===== src/rtl/binary_to_bcd_encoder.sv =====
// binary_to_bcd_encoder: multi-cycle double-dabble converter from ALU result to display digits
// Ports: clock, reset (sync, active-high), start/busy/done handshake,
//        Value + AluOverflow in, Zero/Overflow/Units/Tens/Hundreds out (held until next done).
// Optional macro BCD_FAST_PATH_EN: values below 10 bypass the shift loop.
module binary_to_bcd_encoder #(
    parameter int WIDTH     = 9,
    parameter int MAX_VALUE = 299
) (
    input  logic             clock,
    input  logic             reset,
    input  logic             start,
    input  logic [WIDTH-1:0] Value,
    input  logic             AluOverflow,
    output logic             busy,
    output logic             done,
    output logic             Zero,
    output logic             Overflow,
    output logic [3:0]       Units,
    output logic [3:0]       Tens,
    output logic [1:0]       Hundreds
);
    typedef enum logic [1:0] {IDLE, CHECK, SHIFT, DONE} state_t;
    localparam int CW = $clog2(WIDTH + 1);
    localparam logic [WIDTH-1:0] MAX_V = WIDTH'(MAX_VALUE);
    state_t state, state_n;
    logic [WIDTH-1:0] val, shreg, shreg_n;
    logic ovf, out_of_range, fast;
    logic [11:0] scratch, adj, scratch_n;
    logic [CW-1:0] cnt;
    assign out_of_range = ovf || (val > MAX_V);
`ifdef BCD_FAST_PATH_EN
    localparam logic [WIDTH-1:0] TEN = WIDTH'(10);
    assign fast = !out_of_range && (val < TEN);
`else
    assign fast = 1'b0;
`endif
    assign busy = (state == CHECK) || (state == SHIFT);
    assign done = (state == DONE);
    // add-3 on every digit >= 5, then shift the whole scratch:binary pair left
    always_comb begin
        adj = scratch;
        for (int i = 0; i < 3; i++)
            adj[4*i+:4] = (scratch[4*i+:4] >= 4'd5) ? scratch[4*i+:4] + 4'd3 : scratch[4*i+:4];
        {scratch_n, shreg_n} = {adj, shreg} << 1;
    end
    always_comb begin
        state_n = state;
        case (state)
            IDLE:    state_n = start ? CHECK : IDLE;
            CHECK:   state_n = (out_of_range || fast) ? DONE : SHIFT;
            SHIFT:   state_n = (cnt == CW'(1)) ? DONE : SHIFT;
            default: state_n = IDLE;
        endcase
    end
    always_ff @(posedge clock)
        state <= reset ? IDLE : state_n;
    always_ff @(posedge clock) begin
        if (reset) begin
            val      <= '0;
            ovf      <= 1'b0;
            shreg    <= '0;
            scratch  <= '0;
            cnt      <= '0;
            Zero     <= 1'b0;
            Overflow <= 1'b0;
            Units    <= '0;
            Tens     <= '0;
            Hundreds <= '0;
        end else begin
            case (state)
                IDLE: if (start) begin
                    val <= Value;
                    ovf <= AluOverflow;
                end
                CHECK: if (out_of_range) begin
                    Overflow <= 1'b1;
                    Zero     <= 1'b0;
                    Units    <= '0;
                    Tens     <= '0;
                    Hundreds <= '0;
                end else if (fast) begin
                    Overflow <= 1'b0;
                    Zero     <= (val == '0);
                    Units    <= val[3:0];
                    Tens     <= '0;
                    Hundreds <= '0;
                end else begin
                    shreg   <= val;
                    scratch <= '0;
                    cnt     <= CW'(WIDTH);
                end
                SHIFT: begin
                    shreg   <= shreg_n;
                    scratch <= scratch_n;
                    cnt     <= cnt - CW'(1);
                    // last shift: publish the post-shift digits on the edge entering DONE
                    if (cnt == CW'(1)) begin
                        Overflow <= 1'b0;
                        Zero     <= (val == '0);
                        Units    <= scratch_n[3:0];
                        Tens     <= scratch_n[7:4];
                        Hundreds <= scratch_n[9:8];
                    end
                end
                default: ;
            endcase
        end
    end
endmodule


===== config.mk =====
export PLATFORM = sky130hd
export DESIGN_NAME = binary_to_bcd_encoder
export DESIGN_NICKNAME = d
export VERILOG_FILES = /design/src/rtl/binary_to_bcd_encoder.sv
export SDC_FILE = /design/constraint.sdc
export NUM_CORES = 1
export LEC_CHECK = 0
export CORE_ASPECT_RATIO = 1.25
export CORE_MARGIN = 10
export CORE_UTILIZATION = 51
export DETAILED_ROUTE_END_ITERATION = 12
export PLACE_DENSITY = 0.76
export SETUP_SLACK_MARGIN = 0.3
export SLEW_MARGIN = 10
export SYNTH_ARGS = -nofsm -noshare
export SYNTH_HDL_FRONTEND = slang
export SYNTH_SLANG_ARGS = --single-unit
export TNS_END_PERCENT = 20

===== constraint.sdc =====
create_clock -name clock -period 1.7 [get_ports clock]
set_input_delay 0.425 -clock clock [delete_from_list [all_inputs] [get_ports clock]]
set_output_delay 0.425 -clock clock [all_outputs]
set_load 0.1 [all_outputs]

==> results of run 1 <==
## per-layer routing
layer / vias to the layer above / share of wire [%] / track usage (%)
li1: 1033 / - / -
met1: 986 / 42 / 14.40
met2: 49 / 53 / 24.82
met3: 4 / 3.8 / 3.295
met4: 0 / 0.72 / 3.675
met5: - / 0 / 0
## cell type report
| type | instances | area, sq um |
|---|---|---|
| flip-flops and latches | 49 | 985.9 |
| well taps | 60 | 75.07 |
| clock inverters | 3 | 21.27 |
| multi-input cells | 198 | 1587 |
| fillers | 363 | 1318 |
| inverters | 10 | 40.04 |
| repair buffers | 52 | 669.4 |
| clock buffers | 5 | 68.82 |
## cell families (layout without fill, tap and decap cells)
family / count (synthesis) / count (layout) / synth area share (%)
flip-flops: 49 / 49 / 38.77
multiplexers: 34 / 34 / 13.50
adder cells (fa/ha/maj): 13 / 13 / 6.429
AND/OR/NAND/NOR: 94 / 95 / 19.88
buffers and inverters: 26 / 70 / 5.292
AO/OA/AOI/OAI: 56 / 56 / 16.12
## repair_timing
action                                  4_1_cts  5_1_grt
buffers inserted                              4        1
endpoints found under the setup margin       39       50
endpoints found under the hold margin         0        0
gates resized for setup                      19       30
pin swaps                                     3       16
cloned                                        2        0
## report_power, final
group	switching, mW	internal (mW)	leakage [nW]	total, mW
clock	0.412	0.293	0.0445	0.705
combinational	0.489	0.434	0.962	0.923
sequential	0.0871	1.24	0.400	1.32
total	0.989	1.96	1.41	2.95
## worst max-delay path, stage by stage, from the launching register on
cell      delay (ns)
dfxtp_2         0.36
inv_4           0.05
ha_4            0.16
and3_4          0.18
a211oi_4        0.29
buf_6           0.16
buf_8           0.12
and4_1          0.20
nor4_1          0.05
## through the flow
step | setup TNS [ns] | power [mW] | hold WS (ns) | std cells
floorplan | 0 | 1.868 | 0.4452 | 272
global placement | -0.09743 | 2.086 | 0.4640 | 362
detailed placement | -0.6423 | 2.104 | 0.4657 | 362
CTS | 0 | 2.862 | 0.4882 | 376
global route | -0.04250 | 3.085 | 0.5112 | 377
finish | 0 | 2.950 | 0.4944 | 377
## worst paths after layout
path / startpoint / to / slack, ns / cells after the start
setup reg to reg: state[1] / cnt[3] / 0.01 / 8
hold / removal: scratch[5] / scratch[5] / 0.49 / 1
setup / recovery: state[1] / cnt[3] / 0.01 / 8
hold reg to reg: scratch[5] / scratch[5] / 0.49 / 1
## flip-flops by register name, summed over array words and instances (netlist names)
name,count
shreg,9
Overflow,1
state,2
scratch,12
Units,4
ovf,1
Zero,1
Tens,4
cnt,4
val,9
Hundreds,2
## layout by cell type (no fill, tap or decap), types with 2 or more instances in the layout
cell / instances
dfxtp_1: 47
mux2i_1: 32
nand2b_1: 27
nand2_1: 26
buf_12: 16
nor2_1: 14
a21oi_1: 13
buf_4: 13
clkdlybuf4s50_1: 12
a21oi_2: 10
ha_1: 9
buf_6: 9
inv_1: 8
a211oi_2: 8
o21ai_0: 6
clkbuf_8: 5
and2_1: 4
nor3b_1: 3
ha_4: 3
nor2b_1: 2
nor4_1: 2
nor3_1: 2
and2_4: 2
a32o_1: 2
buf_8: 2
==> flow_metrics.env, run 1 <==
export IMPL_status="finished, final reports clean"
export IMPL_postRouteAntennaNets=0
export IMPL_setup_violations_final=0
export IMPL_ys_flop_type="dfxtp_1"
export IMPL_ys_ff_latch=49
export IMPL_fin_area_sq_um=3447
export IMPL_dp_hpwl_um=4036
export IMPL_cts_root_buffer="clkbuf_8"
export IMPL_cp_arrival_ns=1.88
export IMPL_drtPass1Iterations=4
export IMPL_wirelength_um=5853
export IMPL_fin_crit_sh_pct=99.17
export IMPL_via_per_inst=5.496
export IMPL_clock_sinks=49
export IMPL_die_w_um=83.00
export IMPL_die_area_sq_um=8195
export IMPL_wl_per_cell_um=15.53
export IMPL_yosysWarningCount=0
export IMPL_top_level_ports=27
export IMPL_drc=0
export IMPL_overflow=0
export IMPL_grt_max_degree=19
export IMPL_hp_class="reg -> reg"
export IMPL_setup_ws_ns=0.01403
export IMPL_worstMarginPinSlew_ns=0.3233
export IMPL_synth_top_area_share_pct=38.77
export IMPL_hold_viol_final=0
export IMPL_io_buffer_count=26
export IMPL_syn_inst=272
export IMPL_start_util_pct=53.10
export IMPL_async_flop_share_pct=0
export IMPL_yosysUniqueCellTypes=45
export IMPL_dp_slack_ns=-0.07513
export IMPL_yosysMostFrequentCell="dfxtp_1"
export IMPL_antenna_found_initial=0
export IMPL_num_rows=28
export IMPL_synth_edf_count=0
export IMPL_core_region_area_sq_um=4765
export IMPL_cts_reportedPaths_clkPinSlew_ns=0.10
export IMPL_htreeDepth=2
export IMPL_finalClockSkew_ns=0.006537
export IMPL_crit_type="reg -> reg"
export IMPL_timing_fmax_ghz=0.5931
export IMPL_critPathCaptureType="register"
export IMPL_cts_tree="done"
export IMPL_synthTopCellsByArea="dfxtp_1 (39%), mux2i_1 (13%), nand2b_1 (6.7%)"
export IMPL_synthTopCellsByCount="dfxtp_1 (49), mux2i_1 (33), nand2_1 (27), nand2b_1 (27), a21oi_1 (19)"
export IMPL_fin_nets=342
export IMPL_startpoint_type="register"
export IMPL_p_leak_nw=1.406
export IMPL_routed_via_count=2072
export IMPL_n_antenna_cell=0
export IMPL_synth_fp_nets=298
export IMPL_ys_seq_area_share_pct=38.77
export IMPL_powerDensity_nw_per_um2=855.9
export IMPL_clock_latency_ns=0.30
export IMPL_ir_drop_v=0.0008115
export IMPL_drv_cap=0
export IMPL_synth_avg_cell_area_sq_um=9.301
export IMPL_clockBufferDepth=2
export IMPL_place_area_sq_um=3109
export IMPL_netlist_area_sq_um=2530
export IMPL_rsz0062_at_grt="true"
export IMPL_ctsHoldBuffers=0
export IMPL_finalMaxSlewViolations=0
export IMPL_cts_buffers=5
export IMPL_area_delta_synth_final_pct=36.25
export IMPL_grt_pass1_vias=2090
export IMPL_yosys_area_top_type="dfxtp_1"
export IMPL_place_congestion=0.8348
export IMPL_max_slew_margin_pct=78.15
export IMPL_die_h_um=98.75
export IMPL_utilization_pct=72.35
export IMPL_dr_first_iter_drc_count=69
export IMPL_period_minus_slack_ns=1.686
export IMPL_grt_use_total_pct=13.29
export IMPL_grt_pass1_wl_um=9597
export IMPL_drive_gt1_share_pct=29.02
export IMPL_required_ns=1.90
export IMPL_cp_max_fo=6
Power figures use the tool's default switching activity.
==> run 2, diff against run 1 <==
--- a/config.mk
+++ b/config.mk
@@ -9,9 +9,10 @@
 export CORE_MARGIN = 10
 export CORE_UTILIZATION = 51
 export DETAILED_ROUTE_END_ITERATION = 12
+export HOLD_SLACK_MARGIN = 0.03
 export PLACE_DENSITY = 0.76
 export SETUP_SLACK_MARGIN = 0.3
-export SLEW_MARGIN = 10
+export SLEW_MARGIN = 25
 export SYNTH_ARGS = -nofsm -noshare
 export SYNTH_HDL_FRONTEND = slang
 export SYNTH_SLANG_ARGS = --single-unit
==> results of run 2 <==
Final layout, timing and power as in run 1 (identical DEF).
